`src/rtl/prewish_debounce_n_pkg.sv`:
```
`default_nettype none
// ============================================================================
// Module   : prewish_debounce_n_pkg
// Brief    : Shared command opcodes and report-byte layout for the debouncer.
// Revision : 1.0 - initial release
// ============================================================================
package prewish_debounce_n_pkg;

  localparam int c_DAT_W           = 8;
  localparam int c_REPORT_FLAG_BIT = 7;
  localparam int c_MAX_BUTTONS     = 7;

  typedef enum logic [c_DAT_W-1:0] {
    CMD_QUERY   = 8'h00,
    CMD_ENABLE  = 8'h01,
    CMD_DISABLE = 8'h02
  } cmd_e;

endpackage
`default_nettype wire

```
`src/rtl/prewish_debounce_chan.sv`:
```
`default_nettype none
// ============================================================================
// Module   : prewish_debounce_chan
// Brief    : One button channel: two-flop synchroniser, tick-qualified
//            disagreement counter and debounced state.
// Revision : 1.0 - initial release
// ============================================================================
module prewish_debounce_chan #(
  parameter int STABLE_TICKS = 4
) (
  input  logic clk,
  input  logic rst,
  input  logic i_tick,
  input  logic i_button,
  output logic o_state,
  output logic o_flip
);

  localparam int                 c_CNT_W    = $clog2(STABLE_TICKS + 1);
  localparam logic [c_CNT_W-1:0] c_CNT_LAST = c_CNT_W'(STABLE_TICKS - 1);

  logic               r_meta;
  logic               r_sync;
  logic               r_state;
  logic [c_CNT_W-1:0] r_count;
  logic               w_disagree;
  logic               w_flip;

  always_ff @(posedge clk or posedge rst) begin
    if (rst) begin
      r_meta <= 1'b0;
      r_sync <= 1'b0;
    end else begin
      r_meta <= i_button;
      r_sync <= r_meta;
    end
  end

  assign w_disagree = r_sync ^ r_state;
  // Flip on the tick that would bring the count up to STABLE_TICKS.
  assign w_flip     = i_tick & w_disagree & (r_count == c_CNT_LAST);

  always_ff @(posedge clk or posedge rst) begin
    if (rst) begin
      r_state <= 1'b0;
      r_count <= '0;
    end else if (i_tick) begin
      if (w_flip) begin
        r_state <= ~r_state;
        r_count <= '0;
      end else if (w_disagree) begin
        r_count <= r_count + c_CNT_W'(1);
      end else begin
        r_count <= '0;
      end
    end
  end

  assign o_state = r_state;
  assign o_flip  = w_flip;

endmodule
`default_nettype wire

```
`src/rtl/prewish_debounce_n.sv`:
```
`default_nettype none
// ============================================================================
// Module   : prewish_debounce_n
// Brief    : N-channel button debouncer with shared sample prescaler and a
//            strobe/byte command interface for queries and change reports.
// Revision : 1.0 - initial release
// ============================================================================
module prewish_debounce_n
  import prewish_debounce_n_pkg::*;
#(
  parameter int NUM_BUTTONS   = 3,
  parameter int PRESCALE_BITS = 17,
  parameter int STABLE_TICKS  = 4
) (
  input  logic                   CLK_I,
  input  logic                   RST_I,
  input  logic [NUM_BUTTONS-1:0] i_button,
  input  logic                   STB_I,
  input  logic [c_DAT_W-1:0]     DAT_I,
  output logic                   STB_O,
  output logic [c_DAT_W-1:0]     DAT_O,
  output logic                   o_alive
);

  logic [PRESCALE_BITS-1:0] r_prescale;
  logic [7:0]               r_tick_cnt;
  logic                     r_alive;
  logic                     r_report_en;
  logic                     r_stb;
  logic [c_DAT_W-1:0]       r_dat;

  logic                     w_tick;
  logic [NUM_BUTTONS-1:0]   w_state_vec;
  logic [NUM_BUTTONS-1:0]   w_flip_vec;
  logic [NUM_BUTTONS-1:0]   w_next_vec;
  logic [c_MAX_BUTTONS-1:0] w_vec_pad;
  logic                     w_query;
  logic                     w_report;
  logic                     w_emit;

  // Prescaler wraps naturally from all-ones to zero.
  assign w_tick = &r_prescale;

  always_ff @(posedge CLK_I or posedge RST_I) begin
    if (RST_I) begin
      r_prescale <= '0;
    end else begin
      r_prescale <= r_prescale + PRESCALE_BITS'(1);
    end
  end

  always_ff @(posedge CLK_I or posedge RST_I) begin
    if (RST_I) begin
      r_tick_cnt <= 8'd0;
      r_alive    <= 1'b0;
    end else if (w_tick) begin
      r_tick_cnt <= r_tick_cnt + 8'd1;
      if (r_tick_cnt == 8'hFF) begin
        r_alive <= ~r_alive;
      end
    end
  end

  for (genvar g = 0; g < NUM_BUTTONS; g++) begin : g_chan
    prewish_debounce_chan #(
      .STABLE_TICKS (STABLE_TICKS)
    ) u_chan (
      .clk      (CLK_I),
      .rst      (RST_I),
      .i_tick   (w_tick),
      .i_button (i_button[g]),
      .o_state  (w_state_vec[g]),
      .o_flip   (w_flip_vec[g])
    );
  end

  // Reports and queries carry the vector as it stands after this edge.
  always_comb begin
    w_next_vec                     = w_state_vec ^ w_flip_vec;
    w_vec_pad                      = '0;
    w_vec_pad[NUM_BUTTONS-1:0]     = w_next_vec;
  end

  assign w_query  = STB_I && (DAT_I == CMD_QUERY);
  assign w_report = r_report_en && (|w_flip_vec);
  assign w_emit   = w_query || w_report;

  always_ff @(posedge CLK_I or posedge RST_I) begin
    if (RST_I) begin
      r_report_en <= 1'b1;
    end else if (STB_I) begin
      if (DAT_I == CMD_ENABLE) begin
        r_report_en <= 1'b1;
      end else if (DAT_I == CMD_DISABLE) begin
        r_report_en <= 1'b0;
      end
    end
  end

  always_ff @(posedge CLK_I or posedge RST_I) begin
    if (RST_I) begin
      r_stb <= 1'b0;
      r_dat <= '0;
    end else begin
      r_stb <= w_emit;
      if (w_emit) begin
        r_dat[c_REPORT_FLAG_BIT]   <= w_report;
        r_dat[c_MAX_BUTTONS-1:0]   <= w_vec_pad;
      end
    end
  end

  assign STB_O   = r_stb;
  assign DAT_O   = r_dat;
  assign o_alive = r_alive;

endmodule
`default_nettype wire
```
`config.mk`:
```
export PLATFORM = sky130hd
export DESIGN_NAME = prewish_debounce_n
export DESIGN_NICKNAME = d
export VERILOG_FILES = /design/src/rtl/prewish_debounce_n_pkg.sv /design/src/rtl/prewish_debounce_chan.sv /design/src/rtl/prewish_debounce_n.sv
export SDC_FILE = /design/constraint.sdc
export NUM_CORES = 1
export LEC_CHECK = 0
export ABC_AREA = 1
export BUFFER_PORTS_ARGS = -buffer_cell sky130_fd_sc_hd__buf_4
export CAP_MARGIN = 15
export CORE_ASPECT_RATIO = 0.8
export CORE_MARGIN = 2
export CORE_UTILIZATION = 60
export DETAILED_ROUTE_END_ITERATION = 16
export GPL_TIMING_DRIVEN = 1
export PLACE_DENSITY_LB_ADDON = 0.15
export SLEW_MARGIN = 20
export SYNTH_ARGS = -nofsm -noshare
export SYNTH_HDL_FRONTEND = slang
export SYNTH_SLANG_ARGS = --single-unit
```
`constraint.sdc`:
```
create_clock -name CLK_I -period 3.78 [get_ports CLK_I]
set_input_delay 0.378 -clock CLK_I [delete_from_list [all_inputs] [get_ports CLK_I]]
set_output_delay 0.378 -clock CLK_I [all_outputs]
set_load 0.02 [all_outputs]
```
# Word-level counts from Yosys, hierarchy flattened
# Cells that the tools add are included.
[totals]
ff_bits = 50
word_cells = 63
[classes]
add_sub_neg = 5
n_eq_ne = 6
mux = 8
bitwise = 14
reduce_logical = 12
[ops]
columns = ["cell", "count"]
rows = [
  ["$reduce_and 18->1", 4],
  ["$mux 3", 6],
  ["$add 17x1->17 const B", 1],
  ["$reduce_and 17->1", 1],
  ["$add 3x1->3 const B", 3],
  ["$eq 3x2->1 const B", 3],
  ["$add 8x1->8 const B", 1],
  ["$eq 8x1->1 const B", 1],
  ["$eq 8x2->1 const B", 1],
  ["$eq 8x8->1 const B", 1],
  ["$logic_not 8->1", 1],
  ["$and 1x1->1", 6],
  ["$not 1->1", 4],
  ["$reduce_or 3->1", 1],
  ["$xor 1x1->1", 3],
  ["$xor 3x3->3", 1],
  ["$logic_and 1x1->1", 2],
  ["$mux 1", 2],
  ["$reduce_and 2->1", 1],
  ["$reduce_bool 2->1", 1],
  ["$logic_or 1x1->1", 1],
]

# Depth between registers and ports, before layout
[logic_depth]
ltp_word = 6
mapped_depth = 15
mapped_depth_nobuf = 15

# Cells and area by module
# From an unflattened synthesis, not the netlist that was laid out.
[hier_totals]
cells_unflattened = 276
hier_area_um2 = 2463.6
[modules_own_cells]
columns = ["module", "instances", "cells_each", "area_per_inst_um2", "seq_area_each_um2"]
rows = [
  ["prewish_debounce_n", 1, 168, 1581.5, 802.0],
  ["prewish_debounce_chan", 3, 36, 294.0, 150.1],
]

# Worst setup path before layout
# No wires, ideal clock.
[synth_path]
path_kind = "reg2reg"
from = "reg r_prescale[0]"
to = "reg r_tick_cnt[7]"
setup_ps = 123
arrival_ps = 1997
required_ps = 3657
slack_ps = 1660
path_stages_with_launch = 13
n_path_buf = 1
period_less_slack_ps = 2120
path_cell_list = "dfrtp_1 ha_1 nand3_4 nor3_2 nand2_1 nor2_1 ha_1 buf_4 nand2_2 nor2_4 nand3_2 nand3b_1 xor2_1"
[synth_between]
elab_chain_cells = 1
[synth_lines]
columns = ["item", "line", "text"]
rows = [
  ["from (decl)", "prewish_debounce_n.sv:25", "logic [PRESCALE_BITS-1:0] r_prescale;"],
  ["from (signal assigned)", "prewish_debounce_n.sv:48", "r_prescale <= r_prescale + PRESCALE_BITS'(1);"],
  ["$reduce_and 17->1", "prewish_debounce_n.sv:42", "assign w_tick = &r_prescale;"],
  ["to (signal assigned)", "prewish_debounce_n.sv:57", "r_tick_cnt <= r_tick_cnt + 8'd1;"],
  ["to (decl)", "prewish_debounce_n.sv:26", "logic [7:0] r_tick_cnt;"],
]
# No other way between the ends.
# A chain may end at the register's enable or synchronous reset.

# Final worst setup path
[layout_path]
from = "reg r_prescale[0]"
to = "reg r_dat[1] (netlist: DAT_O[1])"
[layout_between]
elab_chain_cells = 6
word_cells_on_any_way = 11
[layout_lines]
columns = ["item", "line", "text"]
rows = [
  ["$reduce_and 17->1 *", "prewish_debounce_n.sv:42", ""],
  ["$and 1x1->1 (2 in series)", "prewish_debounce_chan.sv:41", "assign w_flip = i_tick & w_disagree & (r_count == c_CNT_LAST);"],
  ["$reduce_or 3->1 *", "prewish_debounce_n.sv:85", "assign w_report = r_report_en && (|w_flip_vec);"],
  ["$logic_and 1x1->1 *", "prewish_debounce_n.sv:85", ""],
  ["$logic_or 1x1->1 *", "prewish_debounce_n.sv:86", "assign w_emit = w_query || w_report;"],
  ["named net w_emit", "prewish_debounce_n.sv:39", "logic w_emit;"],
  ["to (signal, indexed assignment)", "prewish_debounce_n.sv:107", "r_dat[c_REPORT_FLAG_BIT] <= w_report;"],
  ["to (signal, indexed assignment)", "prewish_debounce_n.sv:108", "r_dat[c_MAX_BUTTONS-1:0] <= w_vec_pad;"],
  ["to (decl)", "prewish_debounce_n.sv:30", "logic [c_DAT_W-1:0] r_dat;"],
]
# Mark *: on every way through the listed nets, which the timed path passes. The rest lies on a longest branch.

==> impl_metrics.py <==
metrics = {
    "global_routing": {
        "grt_max_degree": 51,
        "grt_util_all_layers_pct": 20.0,
        "gr-total-overflow": 0,
        "grt_pass1_wl_microns": 6680,
        "grt_pass1_vias": 1450,
        "antenna_found_initial": 0,
    },
    "worst_setup_path": {
        "worst_path_largest_cell_delay_ns": 0.47,
        "cp_slowest_cell": "ha_1",
        "crit_start": "r_prescale[0]",
        "crit_path_frequent_cell": "nand2_1",
        "critPathArrivalTime_ns": 2.92,
        "worstSetupPathType": "flop to flop",
        "crit_fanout": 12,
        "r2r-start": "r_prescale[0]",
        "end_kind": "flop",
        "worstPathCellList": "ha_1 > nand3_4 > nor3_2 > nand2_1 > nor2_1 > ha_1 > inv_2 > a21oi_2 > nand3_2 > nand3_1 > nand2_2 > nand2_2 > nand2_1 > nand2_1",
        "startpoint_type": "flop",
        "worst-endpoint-required_ns": 4.02,
    },
    "timing": {
        "period_needed_ns": 2.68,
        "finalHoldViolCount": 0,
        "finClkSkew_ns": 0.00714,
        "setup_viol": 0,
        "worstMarginPinSlew_ns": 0.823,
        "fmax_mhz": 373,
        "max_slew_margin_pct": 45.1,
        "tns_ns": 0,
        "rsz0062_at_grt": "false",
        "min_period_over_period_pct": 70.9,
        "finalMaxSlewViolations": 0,
    },
    "synth": {
        "synth_area_sq_mm": 0.00239,
        "yosysWarnings": 0,
        "ys_seq_area_share_pct": 52.4,
        "yosysUniqueCellTypes": 25,
        "avgSynthCellArea_sq_um": 9.67,
        "yosys_register_bits": 50,
        "synth_cells": 247,
    },
    "layout": {
        "utilization_pct": 70.3,
        "diodes": 0,
        "layout_commonest_cell": "dfrtp_1",
        "syn_to_final_growth_pct": 12.0,
        "drive_above_1_share_pct": 17.6,
        "fin_nets": 294,
        "layout_common_cells": "dfrtp_1 (49), nand2_1 (47), inv_1 (41)",
    },
    "hold_path": {
        "min_from": "i_button[0]",
        "min_path_type": "primary input to flop",
    },
    "route": {
        "drt_wl_total_microns": 3810,
        "drt_iter0_drc": 48,
        "vias_per_cell": 4.78,
        "final_antenna_net_count": 0,
        "vias": 1563,
        "drt_first_pass_iters": 4,
        "drc": 0,
        "wl_per_cell_microns": 11.6,
    },
    "cts": {
        "cts_resized": 0,
        "cts-root-buf": "clkbuf_8",
        "clk_pin_slew_ns": 0.09,
        "postCtsSetupBuffers": 0,
        "clock_latency_ns": 0.30,
        "cts_tree": "yes",
        "numCtsBuffers": 5,
        "holdBufCountCts": 0,
        "ctsLongestPathBuffers": 2,
        "clkSinkCount": 50,
        "cts_max_level": 2,
    },
    "floorplanning": {
        "core_sq_mm": 0.00380,
        "rows": 20,
        "die_w_microns": 74.5,
        "ios": 24,
        "dieHeight_microns": 60.4,
        "die-area_sq_mm": 0.00450,
        "initial_core_util_pct": 62.8,
    },
    "placement": {
        "portBuffers": 19,
        "gp_congestion": 0.781,
        "hpwl_microns": 2830,
    },
    "status": {
        "status": "finished, final reports clean",
    },
    "power": {
        "leakage_uw": 0.00139,
        "peakVddDrop_mv": 0.277,
        "p_total_uw": 899,
        "power.density_mw_per_mm2": 336,
    },
    "job": {
        "cap_violations": 0,
    },
}
## worst max-delay path, delay by kind of cell, from the launching register on
kind / cells / cell delay, ns
AOI/OAI and AO/OA: 1 / 0.17
adders and majority gates: 2 / 0.71
buffers and inverters: 1 / 0.17
and+or+nand+nor: 10 / 1.18
DFF: 1 / 0.38
## path summary, 6_finish.rpt
kind                       cells past startpoint                       to  slack (ns)
setup / recovery                              14                 DAT_O[1]        1.10
hold / removal                                 1  g_chan[0].u_chan.r_meta        0.17
hold reg to reg                                0  g_chan[0].u_chan.r_sync        0.36
min in group asynchronous                      2  g_chan[0].u_chan.r_meta        0.21
setup reg to reg                              14                 DAT_O[1]        1.10
max in group asynchronous                      2            r_prescale[9]        3.08
## synth_stat cells
master / count / area, sq um
a21oi_2: 1 / 8.76
buf_4: 5 / 37.5
conb_1: 1 / 3.75
dfrtp_1: 49 / 1230
dfstp_2: 1 / 26.3
ha_1: 9 / 113
inv_1: 42 / 158
inv_2: 3 / 11.3
nand2_1: 47 / 176
nand2_2: 4 / 25.0
nand3_1: 16 / 80.1
nand3_2: 3 / 30.0
nand3_4: 2 / 35.0
nand3b_1: 2 / 15.0
nand4_1: 9 / 56.3
nand4_2: 1 / 12.5
nor2_1: 8 / 30.0
nor2_4: 3 / 33.8
nor3_1: 4 / 20.0
nor3_2: 2 / 20.0
o21ai_0: 7 / 35.0
o22ai_1: 3 / 18.8
or2_1: 1 / 6.26
xnor2_1: 4 / 35.0
xor2_1: 20 / 175
## per-layer routing
metal  vias to the layer above  share of wire [%]  GRT usage (%)
li1                        821                  -              -
met4                         0                1.4           6.89
met1                       702                 52           30.3
met2                        33                 41           28.3
met3                         7                5.1           4.98
met5                         -                  0              0
## kinds of logic (layout without fill, tap and decap cells)
kind of cell | count (synthesis) | in the layout | synth area share, %
buffers and inverters | 50 | 72 | 8.64
other | 1 | 4 | 0.157
AOI/OAI and AO/OA | 11 | 11 | 2.62
adders and majority gates | 9 | 9 | 4.71
xor gates and xnor gates | 24 | 24 | 8.80
and+or+nand+nor | 102 | 102 | 22.6
DFF | 50 | 50 | 52.4
## layout make-up
class,instances,area (sq um)
timing repair buffer,19,143
clock inverter,2,17.5
inverter,45,170
sequential,50,1250
fill,303,1130
multi-input combinational,150,941
clock buffer,6,82.6
tap,55,68.8
## stage by stage
stage	area (sq um)	setup WS (ns)	hold slack, ns	std cells
detailed placement	2570	1.14	0.335	319
floorplan	2400	1.66	0.331	250
finish	2680	1.10	0.174	327
CTS	2670	1.08	0.165	327
global placement	2570	1.34	0.332	319
global route	2680	0.890	0.155	327
## state kept, by name (all words and copies together) (netlist names)
signal,count
DAT_O,4
STB_O,1
g_chan.u_chan.o_state,3
g_chan.u_chan.r_count,9
g_chan.u_chan.r_meta,3
g_chan.u_chan.r_sync,3
o_alive,1
r_prescale,17
r_report_en,1
r_tick_cnt,8
## report_power, final
group          switching [uW]  internal, uW
sequential               2.64           540
combinational            20.7          11.9
clock                     173           151
Power figures use the tool's default switching activity.
